===== src/rtl/riscv_fetch.sv =====
// Instruction fetch stage: owns the PC, drives a one-cycle-latency program
// memory, buffers returned words in a small FIFO and hands them to the
// decoder over valid/ready. A redirect flushes everything stale and restarts
// fetch at the new target.
module riscv_fetch #(
  parameter int unsigned          ILen      = 32,
  parameter int unsigned          AddrWidth = 16,
  parameter logic [AddrWidth-1:0] ResetPc   = '0,
  parameter int unsigned          FifoDepth = 2
) (
  input  logic                 clk_i,
  input  logic                 rst_i,
  output logic                 pmem_req_o,
  output logic [AddrWidth-1:0] pmem_addr_o,
  input  logic [ILen-1:0]      pmem_rdata_i,
  input  logic                 redirect_i,
  input  logic [AddrWidth-1:0] redirect_pc_i,
  output logic                 instr_valid_o,
  output logic [ILen-1:0]      instr_o,
  output logic [AddrWidth-1:0] instr_pc_o,
  input  logic                 instr_ready_i
);

  localparam int unsigned PtrW = (FifoDepth > 1) ? $clog2(FifoDepth) : 1;
  localparam int unsigned CntW = $clog2(FifoDepth + 1);

  logic [AddrWidth-1:0] pc_q;
  logic                 inflight_q;
  logic [AddrWidth-1:0] inflight_pc_q;
  logic                 kill_q;

  logic [ILen-1:0]      data_q  [FifoDepth];
  logic [AddrWidth-1:0] ipc_q   [FifoDepth];
  logic [PtrW-1:0]      rd_ptr_q;
  logic [PtrW-1:0]      wr_ptr_q;
  logic [CntW-1:0]      count_q;

  logic                 pop;
  logic                 push;
  logic [CntW:0]        occupancy;
  logic [AddrWidth-1:0] redirect_target;

  function automatic logic [PtrW-1:0] next_ptr(input logic [PtrW-1:0] p);
    return (p == PtrW'(FifoDepth - 1)) ? '0 : p + PtrW'(1);
  endfunction

  assign instr_valid_o   = (count_q != '0);
  assign instr_o         = data_q[rd_ptr_q];
  assign instr_pc_o      = ipc_q[rd_ptr_q];
  assign pmem_addr_o     = pc_q;
  assign redirect_target = {redirect_pc_i[AddrWidth-1:2], 2'b00};

  assign pop  = instr_valid_o && instr_ready_i;
  // A response landing in a redirect cycle is dropped along with the flush.
  assign push = inflight_q && !kill_q && !redirect_i;

  // Issue credit: buffered plus in-flight, minus the entry leaving this cycle.
  always_comb begin
    occupancy  = {1'b0, count_q} + (CntW + 1)'(inflight_q) - (CntW + 1)'(pop);
    pmem_req_o = !rst_i && !redirect_i && (occupancy < (CntW + 1)'(FifoDepth));
  end

  // PC and in-flight request tracking.
  always_ff @(posedge clk_i or posedge rst_i) begin
    if (rst_i) begin
      pc_q          <= ResetPc;
      inflight_q    <= 1'b0;
      inflight_pc_q <= '0;
      kill_q        <= 1'b0;
    end else begin
      kill_q     <= redirect_i;
      inflight_q <= pmem_req_o;
      if (pmem_req_o) begin
        inflight_pc_q <= pc_q;
      end
      if (redirect_i) begin
        pc_q <= redirect_target;
      end else if (pmem_req_o) begin
        pc_q <= pc_q + AddrWidth'(4);
      end
    end
  end

  // Instruction buffer; a redirect empties it after any same-cycle transfer.
  always_ff @(posedge clk_i or posedge rst_i) begin
    if (rst_i) begin
      for (int unsigned i = 0; i < FifoDepth; i++) begin
        data_q[i] <= '0;
        ipc_q[i]  <= '0;
      end
      rd_ptr_q <= '0;
      wr_ptr_q <= '0;
      count_q  <= '0;
    end else if (redirect_i) begin
      rd_ptr_q <= '0;
      wr_ptr_q <= '0;
      count_q  <= '0;
    end else begin
      if (push) begin
        data_q[wr_ptr_q] <= pmem_rdata_i;
        ipc_q[wr_ptr_q]  <= inflight_pc_q;
        wr_ptr_q         <= next_ptr(wr_ptr_q);
      end
      if (pop) begin
        rd_ptr_q <= next_ptr(rd_ptr_q);
      end
      count_q <= count_q + CntW'(push) - CntW'(pop);
    end
  end

endmodule


===== config.mk =====
export PLATFORM = sky130hd
export DESIGN_NAME = riscv_fetch
export DESIGN_NICKNAME = d
export VERILOG_FILES = /design/src/rtl/riscv_fetch.sv
export SDC_FILE = /design/constraint.sdc
export NUM_CORES = 1
export LEC_CHECK = 0
export ABC_AREA = 0
export CAP_MARGIN = 10
export CELL_PAD_IN_SITES_DETAIL_PLACEMENT = 0
export CELL_PAD_IN_SITES_GLOBAL_PLACEMENT = 1
export CORE_ASPECT_RATIO = 0.5
export CORE_UTILIZATION = 41
export CTS_CLUSTER_DIAMETER = 30
export DETAILED_ROUTE_END_ITERATION = 12
export GPL_TIMING_DRIVEN = 0
export PLACE_DENSITY_LB_ADDON = 0.1
export SYNTH_ARGS = -nofsm -noshare
export SYNTH_HDL_FRONTEND = slang
export SYNTH_SLANG_ARGS = --single-unit

===== constraint.sdc =====
create_clock -name clk_i -period 5.06 [get_ports clk_i]
set_input_delay 0.506 -clock clk_i [delete_from_list [all_inputs] [get_ports clk_i]]
set_output_delay 0.506 -clock clk_i [all_outputs]
set_load 0.05 [all_outputs]

### After elaboration in Yosys (flattened, before gate mapping)

Index checks and enable logic that the tools add are counted.

| cells by class | value |
|---|---|
| bitwise gates (word level) | 3 |
| add/subtract/negate cells | 7 |
| multiplexer cells | 21 |
| order comparisons | 4 |
| reductions and logical operators | 14 |

Operators by type and width:

| kind | count |
|---|---|
| 32-bit 2-to-1 mux | 4 |
| 16-bit 2-to-1 mux | 6 |
| 64-bit bitwise mux | 1 |
| 32-bit bitwise mux | 1 |
| 32-bit demux with 1-bit select | 1 |
| 16-bit by 3-bit adder with 16-bit output, second input constant | 1 |
| 16-bit demux with 1-bit select | 1 |
| 2-bit nonzero test | 4 |
| 1-bit logical AND | 6 |
| 1-bit 2-to-1 mux | 6 |
| 2-bit >= comparator, second input constant | 2 |
| 1-bit inverter with 2-bit output | 2 |
| 2-bit by 1-bit adder with 3-bit output | 1 |
| 1-bit logical NOT | 3 |
| 3-bit by 2-bit < comparator with 1-bit output, second input constant | 1 |
| 3-bit by 1-bit subtractor with 3-bit output | 1 |
| 1-bit adder, second input constant | 2 |
| 2-bit by 1-bit adder with 2-bit output | 1 |
| 2-bit by 1-bit < comparator with 1-bit output, second input constant | 1 |
| 2-bit 2-to-1 mux | 1 |
| 2-bit AND reduction | 1 |
| 2-bit by 1-bit subtractor with 2-bit output | 1 |
| 1-bit inverter | 1 |

| storage, ports and cells | value |
|---|---|
| word-level logic and storage cells | 60 |
| flip-flop bits (word level) | 134 |
| input port bits | 52 |
| output and inout bits | 66 |

### Depth between registers and ports, before layout

Gate-level depths: netlist of run 1.

| logic depth | value |
|---|---|
| depth in word-level cells | 7 |
| depth in mapped cells | 11 |
| mapped depth without buffers | 10 |

### Worst setup path after synthesis of run 1

Ideal clock, no wire load.

| timing path | value |
|---|---|
| kind | register -> output |
| start | reg count_q[1] |
| end | out pmem_req_o |
| path buffers | 1 |
| stages on the path, launching flop included | 10 |
| setup slack | 1.699 ns |
| required time | 4.554 ns |
| data arrival time | 2.855 ns |
| cell sequence | dfrtp_1 -> or2_2 -> and2_1 -> ha_1 -> nand2b_1 -> fa_1 -> xnor2_2 -> nand2_2 -> clkinv_1 -> buf_2 |

| on the way | value |
|---|---|
| word-level cells in the longest chain between the ends | 5 |
| elaborated cells between the ends (all ways) | 6 |
| classes of those cells | add/sub: 2; order compare: 1; reduce/logical: 3 |

Ends and longest elaborated chain:

| item | line | text |
|---|---|---|
| from (decl) | 36 | `logic [CntW-1:0] count_q;` |
| from (signal assigned) | 107 | `count_q <= count_q + CntW'(push) - CntW'(pop);` |
| 2-bit nonzero test | 47 | `assign instr_valid_o = (count_q != '0);` |
| named net instr_valid_o | 18 | `output logic instr_valid_o,` |
| 1-bit logical AND | 53 | `assign pop = instr_valid_o && instr_ready_i;` |
| 3-bit by 1-bit subtractor with 3-bit output | 59 | `occupancy = {1'b0, count_q} + (CntW + 1)'(inflight_q) - (CntW + 1)'(pop);` |
| 3-bit by 2-bit < comparator with 1-bit output | 60 | `pmem_req_o = !rst_i && !redirect_i && (occupancy < (CntW + 1)'(FifoDepth));` |
| 1-bit logical AND | 60 |  |
| to (decl) | 13 | `output logic pmem_req_o,` |

The timed path passes the listed nets, and every way through them passes these cells.

### Worst setup path after layout of run 1

| timing path | value |
|---|---|
| start | reg count_q[1] |
| end | out pmem_req_o |

| on the way | value |
|---|---|
| word-level cells in the longest chain between the ends | 5 |
| elaborated cells between the ends (all ways) | 6 |
| classes of those cells | add/sub: 2; order compare: 1; reduce/logical: 3 |

Ends and longest elaborated chain:

| item | line |
|---|---|
| branches (longest 2 deep; another with 2-bit by 1-bit adder with 3-bit output) | n/a |
| 3-bit by 1-bit subtractor with 3-bit output (*) | 59 |
| 3-bit by 2-bit < comparator with 1-bit output (*) | 60 |
| 1-bit logical AND (*) | 60 |

Mark *: on every way between the ends.

==> results of run 1 <==
[logic make-up (layout without fill, tap and decap cells)]
group,after synthesis,in the layout
mux,139,139
xor+xnor,7,7
buf+inv,33,175
compound gates,26,26
fa+ha+maj,5,5
flops,126,126
other cells,1,4
simple gates,95,95
[placed cells by master (no fill, tap or decap), types with 2 or more instances in the layout]
cell,netlist,final
mux2_2,136,136
dfrtp_1,126,126
clkdlybuf4s50_1,0,111
nand2_1,55,55
clkbuf_16,0,17
buf_2,8,8
buf_4,8,8
o211ai_1,8,8
nand3_1,7,7
o21ai_0,6,6
clkinvlp_4,0,6
inv_1,6,5
nor2_1,5,5
buf_6,4,4
clkbuf_1,4,4
xnor2_1,4,4
nand4_1,4,4
o311ai_0,4,4
ha_1,4,4
conb_1,1,4
nor2b_1,3,3
and4_1,3,3
or3_1,3,3
mux2_1,3,3
clkinv_4,0,3
nand2_2,2,2
and3_1,2,2
nand2b_1,2,2
xor2_1,2,2
inv_6,0,2
a22oi_1,2,2
a221o_1,2,2
bufinv_16,0,2
[through the flow]
stage	cell area (um2)	hold slack, ns	power [mW]	setup TNS (ns)	setup slack (ns)
2_1_floorplan	5715	0.4541	3.183	0	1.198
6_report	7679	0.4837	5.049	0	0.4515
3_3_place_gp	7067	0.4641	3.847	-108.63	-0.8730
5_1_grt	7679	0.5051	5.303	0	0.2272
4_1_cts	7679	0.4863	5.095	0	0.4457
3_5_place_dp	7099	0.4720	3.876	0	0.7847
[registers in the layout (all words and copies together) (netlist names)]
| name | count |
|---|---|
| inflight_q | 1 |
| inflight_pc_q | 14 |
| kill_q | 1 |
| ipc_q | 28 |
| pmem_addr_o | 14 |
| rd_ptr_q | 1 |
| wr_ptr_q | 1 |
| data_q | 64 |
| count_q | 2 |
[area by class of cell]
cell class / instances / area [um2] / area share, %
Buffer: 25 / 165.2 / 2.151
Tap cell: 192 / 240.2 / 3.129
Sequential cell: 126 / 3153 / 41.06
Timing Repair Buffer: 112 / 1139 / 14.83
Clock buffer: 18 / 439.2 / 5.719
Clock inverter: 12 / 140.1 / 1.825
Multi-Input combinational cell: 276 / 2367 / 30.83
Inverter: 8 / 35.03 / 0.4562
[worst register-to-register path: stages (launching register included)]
cell and delay, ns:
dfrtp_1 0.48, or2_2 0.34, and2_1 0.21, ha_1 0.28, nand2b_1 0.15, fa_1 0.43
xnor2_2 0.30, nand2_2 0.19, nor4_1 0.36, mux2_2 0.37
[how the worst max path moves through the flow]
stage | endpoint | slack, ns | startpoint
floorplan | count_q[0]$_DFF_PP0_ | 1.20 | rst_i
global placement | data_q[24]$_DFFE_PP0P_ | -0.87 | rst_i
detailed placement | pmem_req_o | 0.78 | instr_ready_i
CTS | pmem_req_o | 0.45 | count_q[1]$_DFF_PP0_
global route | pmem_req_o | 0.23 | count_q[1]$_DFF_PP0_
finish | pmem_req_o | 0.45 | count_q[1]$_DFF_PP0_
[layer usage]
layer / global-route usage (%) / wire, um
met4: 5.950 / 99
met1: 26.78 / 6392
met3: 4.524 / 597
met2: 27.54 / 5327
met5: 0 / 0
[power groups by stage]
| stage | registers [mW] | logic (mW) | clock network [mW] |
|---|---|---|---|
| floorplan | 1.62 | 1.56 | 0 |
| global placement | 1.61 | 2.23 | 0 |
| detailed placement | 1.63 | 2.25 | 0 |
| CTS | 1.61 | 2.26 | 1.22 |
| global route | 1.67 | 2.37 | 1.27 |
| finish | 1.61 | 2.24 | 1.20 |
==> flow_metrics.py, run 1 <==
metrics = {
    "synth": {
        "synth_compound_area_share_pct": 3.334,
        "synth_xor_area_share_pct": 1.206,
        "synthArstFlopShare_pct": 100.0,
        "synth_largest_area_cell": "dfrtp_1",
        "synth-seq-cells": 126,
        "syn-cell-area_mm2": 0.005704,
        "yosys.area_share.simple_pct": 8.028,
        "synth_top_family_by_area": "multiplexers",
        "postSynthCellCount": 432,
        "syn_area_per_cell_um2": 13.20,
        "yosysSeqAreaShare_pct": 55.28,
        "synth_mux_area_share_pct": 27.44,
        "ys.flop_type": "dfrtp_1",
        "synthMostInstantiatedCell": "mux2_2",
        "ys_top_cells_by_area": "dfrtp_1, mux2_2, nand2_1",
        "yosysUniqueCellTypes": 45,
        "netlist.area_leader.share_pct": 55.28,
        "synth_enable_flop_cells": 0,
        "ys_warn_count": 0,
        "synth_adder_area_share_pct": 1.228,
        "synthTopCellsByCount": "mux2_2, dfrtp_1, nand2_1",
    },
    "clocking": {
        "clkTransAtPathRegs_ns": 0.06,
        "root_buffer": "clkbuf_16",
        "cts_setup_buffers": 0,
        "cts_tree": "yes",
        "clock-sinks": 126,
        "cts_htree_levels": 4,
        "cts.hold.buffers_added": 0,
        "cts_resized": 0,
        "clk_latency_ns": 0.41,
        "clock_path_buffers": 2,
        "numCtsBuffers": 17,
    },
    "die": {
        "ios": 118,
        "coreArea_mm2": 0.01355,
        "die_w_um": 168.8,
        "die-area_mm2": 0.01442,
        "dieHeight_um": 85.41,
        "rows": 30,
        "initial_utilization_pct": 42.10,
    },
    "pwr": {
        "p_int_mw": 3.054,
        "p_leak_nw": 3.418,
        "powerDensity_mw_per_mm2": 657.5,
        "irDropWorstVdd_mv": 0.2614,
        "combPwrFrac_pct": 44.4,
        "p_seq_share_pct": 31.9,
        "power_switching_mw": 1.995,
        "p_clk_share_pct": 23.8,
        "switching_share_pct": 39.52,
    },
    "sta": {
        "relSlewSlack_pct": 52.08,
        "max_freq_mhz": 217.0,
        "worst_pin_slew_ns": 0.7188,
        "min_period_ns": 4.608,
        "hold_violations": 0,
        "setup_viol": 0,
        "slew_viol_final": 0,
        "skew_ns": 0.01048,
        "rsz0062_at_grt": "no",
        "fin_crit_sh_pct": 91.08,
    },
    "setup_path": {
        "endpoint_kind": "output pin",
        "regToRegEndpoint": "pmem_addr_o[14]$_DFFE_PP0P_",
        "path_max_fanout": 11,
        "slowest_stage": "clkdlybuf4s50_1",
        "crit_chain": "or2_2, and2_1, ha_1, nand2b_1, fa_1, xnor2_2, nand2_2, clkinv_1, buf_2, clkdlybuf4s50_1",
        "max_stage_delay_ns": 0.84,
        "worstSetupStartpointType": "register",
        "worstSetupPathType": "register to output pin",
        "reg2reg_depth": 9,
        "rrSetupSlack_ns": 1.84,
        "crit_buf_inv": 3,
        "cp_top_family": "buffers and inverters",
        "worstReg2RegStart": "count_q[1]$_DFF_PP0_",
        "worst-path-stages": 10,
        "critPathArrivalTime_ns": 4.10,
        "crit_required_ns": 4.55,
    },
    "drt": {
        "drc": 0,
        "wire_per_inst_um": 16.15,
        "dr_total_vias": 3806,
        "drt-total-wl_um": 12420,
        "first_pass_iters": 4,
        "ant_nets": 0,
        "initialDrtViolationCount": 177,
        "vias_per_cell": 4.949,
    },
    "place": {
        "dp_cells": 739,
        "port_buffers": 111,
        "hpwl_um": 8318,
        "place.gp.congestion": 0.7627,
    },
    "global_routing": {
        "grt_max_degree": 70,
        "track_usage_pct": 18.58,
        "grt_pass1_wl_um": 20630,
        "grt_pass1_vias": 3972,
        "antenna_found_initial": 0,
        "overflow": 0,
    },
    "cells_and_area": {
        "finalCoreUtilization_pct": 56.67,
        "final_cells": 769,
        "drive_gt1_share_pct": 34.14,
        "num_antenna_cells": 0,
        "final_nets": 623,
        "n_fill_cell": 1190,
        "area_delta_synth_final_pct": 34.61,
    },
    "hold_path": {
        "hold_end": "data_q[41]$_DFFE_PP0P_",
        "hp-class": "register to register",
        "hp-start": "data_q[41]$_DFFE_PP0P_",
        "whs_path_depth": 1,
    },
    "status": {
        "status": "finished clean",
    },
    "flow_run": {
        "maxCapViolCount": 0,
    },
}
Power figures use the tool's default switching activity.
==> run 2, diff against run 1 <==
--- a/config.mk
+++ b/config.mk
@@ -10,6 +10,7 @@
 export CELL_PAD_IN_SITES_DETAIL_PLACEMENT = 0
 export CELL_PAD_IN_SITES_GLOBAL_PLACEMENT = 1
 export CORE_ASPECT_RATIO = 0.5
+export CORE_MARGIN = 10
 export CORE_UTILIZATION = 41
 export CTS_CLUSTER_DIAMETER = 30
 export DETAILED_ROUTE_END_ITERATION = 12
==> run 2 against run 1 <==
  * Worst hold slack better by 0.0017 ns
  * Wire length up 7.2%
  * Power shrank 0.35%
  * Sequential share of layout area hardly changed
  * Non-clock buffer count did not move
  * Highest routed layer unchanged
  * Cell count is 0.26% higher
  * Critical path depth unchanged
  * Die area grew 34%
  * Combinational power about the same
==> flow_metrics.py, run 2 (same netlist as run 1, synthesis figures left out) <==
metrics = {
    "drt": {
        "ant_nets": 0,
        "wl_met1_um": 6698,
        "met2_length_um": 5789,
        "drc": 0,
        "first_pass_iters": 4,
        "dr_wl_met3_um": 739,
        "dr_total_vias": 3744,
        "top_layer": "met4",
        "initialDrtViolationCount": 202,
        "wire_per_inst_um": 17.27,
        "vias_per_cell": 4.856,
        "drt-total-wl_um": 13310,
    },
    "cells_and_area": {
        "final_cell_area_mm2": 0.007672,
        "regMostFlops": "data_q",
        "n_fill_cell": 1192,
        "mostFrequentLayoutCell": "mux2_2",
        "top_regs": "data_q: 64 flops, ipc_q: 28 flops",
        "finalCoreUtilization_pct": 56.46,
        "drive_gt1_share_pct": 34.20,
        "num_antenna_cells": 0,
        "area_delta_synth_final_pct": 34.50,
        "final_nets": 623,
        "final_cell_mix": "mux2_2, dfrtp_1, clkdlybuf4s50_1",
        "largest_register_ffs": 64,
    },
    "setup_path": {
        "worstSetupStartpointType": "register",
        "reg2reg_depth": 9,
        "worstSetupPathType": "register to output pin",
        "crit_required_ns": 4.55,
        "critPathArrivalTime_ns": 4.10,
        "regToRegEndpoint": "pmem_addr_o[14]$_DFFE_PP0P_",
        "endpoint_kind": "output pin",
        "path_max_fanout": 11,
        "worstReg2RegStart": "count_q[1]$_DFF_PP0_",
        "rrSetupSlack_ns": 1.88,
    },
    "pwr": {
        "irDropWorstVdd_mv": 0.3578,
        "p_leak_nw": 3.423,
        "powerDensity_mw_per_mm2": 655.8,
        "finalPower_mw": 5.031,
    },
    "sta": {
        "min_period_ns": 4.603,
        "setup_viol": 0,
        "max_freq_mhz": 217.3,
        "holdWs_ns": 0.4854,
        "skew_ns": 0.01276,
        "slew_viol_final": 0,
        "worst_pin_slew_ns": 0.7497,
        "hold_violations": 0,
        "relSlewSlack_pct": 50.02,
        "rsz0062_at_grt": "no",
        "tns_ns": 0,
        "fin_crit_sh_pct": 90.96,
    },
    "clocking": {
        "cts_tree": "yes",
        "cts_htree_levels": 4,
        "clk_latency_ns": 0.41,
        "clock_path_buffers": 2,
        "clock-sinks": 126,
        "cts.hold.buffers_added": 0,
        "root_buffer": "clkbuf_16",
        "cts_resized": 0,
        "cts_setup_buffers": 0,
        "clkTransAtPathRegs_ns": 0.06,
        "numCtsBuffers": 17,
    },
    "place": {
        "place.gp.congestion": 0.7571,
        "port_buffers": 111,
        "placed_cell_area_mm2": 0.007099,
        "hpwl_um": 9359,
    },
    "die": {
        "initial_utilization_pct": 41.98,
        "coreArea_mm2": 0.01359,
        "ios": 118,
        "die-area_mm2": 0.01932,
        "die_w_um": 186.8,
        "dieHeight_um": 103.4,
        "rows": 30,
    },
    "hold_path": {
        "hp-class": "register to register",
        "whs_path_depth": 1,
        "hold_end": "data_q[39]$_DFFE_PP0P_",
        "hp-start": "data_q[39]$_DFFE_PP0P_",
    },
    "global_routing": {
        "grt_pass1_wl_um": 22110,
        "track_usage_pct": 14.40,
        "grt_pass1_vias": 4134,
        "overflow": 0,
        "grt_max_degree": 75,
        "antenna_found_initial": 0,
    },
    "flow_run": {
        "maxCapViolCount": 0,
    },
    "status": {
        "status": "finished clean",
    },
}
[run 2: cell types whose count changed in the layout (fill, tap and decap cells not counted)]
| cell | change |
|---|---|
| bufinv_16 | -1 |
| clkbuf_1 | +1 |
| clkinv_4 | -1 |
| clkinvlp_4 | -2 |
| inv_6 | +5 |
[run 2: power breakdown]
part           total [mW]  switching [mW]  leakage [nW]  internal [mW]
Sequential           1.60           0.212          1.62           1.39
Clock                1.17           0.474         0.268          0.699
Combinational        2.26            1.33          1.53          0.928
Total                5.03            2.01          3.42           3.02
[run 2: routing by layer]
| metal | GRT usage, % | vias up |
|---|---|---|
| met3 | 5.054 | 11 |
| li1 | - | 1791 |
| met4 | 4.123 | 0 |
| met2 | 22.16 | 92 |
| met5 | 0 | - |
| met1 | 18.93 | 1850 |
[run 2: cell type report]
class	instances	area, um2	share of cell area, %
Sequential cell	126	3153	41.10
Multi-Input combinational cell	276	2367	30.85
Timing Repair Buffer	112	1139	14.84
Clock buffer	19	442.9	5.773
Tap cell	192	240.2	3.131
Buffer	25	165.2	2.153
Clock inverter	13	130.1	1.696
Inverter	8	35.03	0.4566
[run 2: metrics by stage]
| step | worst slack (ns) | std cells |
|---|---|---|
| after global placement | -0.8520 | 738 |
| after CTS | 0.4170 | 771 |
| final | 0.4574 | 771 |
| after global routing | 0.2091 | 771 |
| after floorplan | 1.198 | 435 |
| after detailed placement | 0.7768 | 739 |
[run 2: worst max-delay path by stage]
stage | from | endpoint | slack (ns) | cells past startpoint
detailed placement | instr_ready_i | pmem_req_o | 0.78 | 10
global route | count_q[1]$_DFF_PP0_ | pmem_req_o | 0.21 | 10
CTS | count_q[1]$_DFF_PP0_ | pmem_req_o | 0.42 | 10
global placement | rst_i | data_q[21]$_DFFE_PP0P_ | -0.85 | 2
finish | count_q[1]$_DFF_PP0_ | pmem_req_o | 0.46 | 10
floorplan | rst_i | count_q[0]$_DFF_PP0_ | 1.20 | 1
[run 2: critical path, cell delays in order, from the launching register on]
cell             delay, ns
dfrtp_1               0.48
or2_2                 0.35
and2_1                0.20
ha_1                  0.27
nand2b_1              0.15
fa_1                  0.43
xnor2_2               0.30
nand2_2               0.20
clkinv_1              0.20
buf_2                 0.26
clkdlybuf4s50_1       0.84
==> run 3, diff against run 2 <==
--- a/config.mk
+++ b/config.mk
@@ -12,10 +12,11 @@
 export CORE_ASPECT_RATIO = 0.5
 export CORE_MARGIN = 10
 export CORE_UTILIZATION = 41
-export CTS_CLUSTER_DIAMETER = 30
+export CTS_CLUSTER_DIAMETER = 50
 export DETAILED_ROUTE_END_ITERATION = 12
 export GPL_TIMING_DRIVEN = 0
 export PLACE_DENSITY_LB_ADDON = 0.1
+export SLEW_MARGIN = 0
 export SYNTH_ARGS = -nofsm -noshare
 export SYNTH_HDL_FRONTEND = slang
 export SYNTH_SLANG_ARGS = --single-unit
==> constraint.sdc (replaced) <==
create_clock -name clk_i -period 5.06 [get_ports clk_i]
set_input_delay 0.506 -clock clk_i [delete_from_list [all_inputs] [get_ports clk_i]]
set_output_delay 0.506 -clock clk_i [all_outputs]
set_load 0.005 [all_outputs]
==> results of run 3 <==
The final DEF is identical to that of run 2. Status: finished clean.
Among the figures that moved: setup slack after placement 0.7768 ns -> 1.079 ns; setup slack after layout 0.4574 ns -> 0.7594 ns; total power 5.031 mW -> 4.192 mW; worst IR drop on VDD 0.3578 mV -> 0.2442 mV
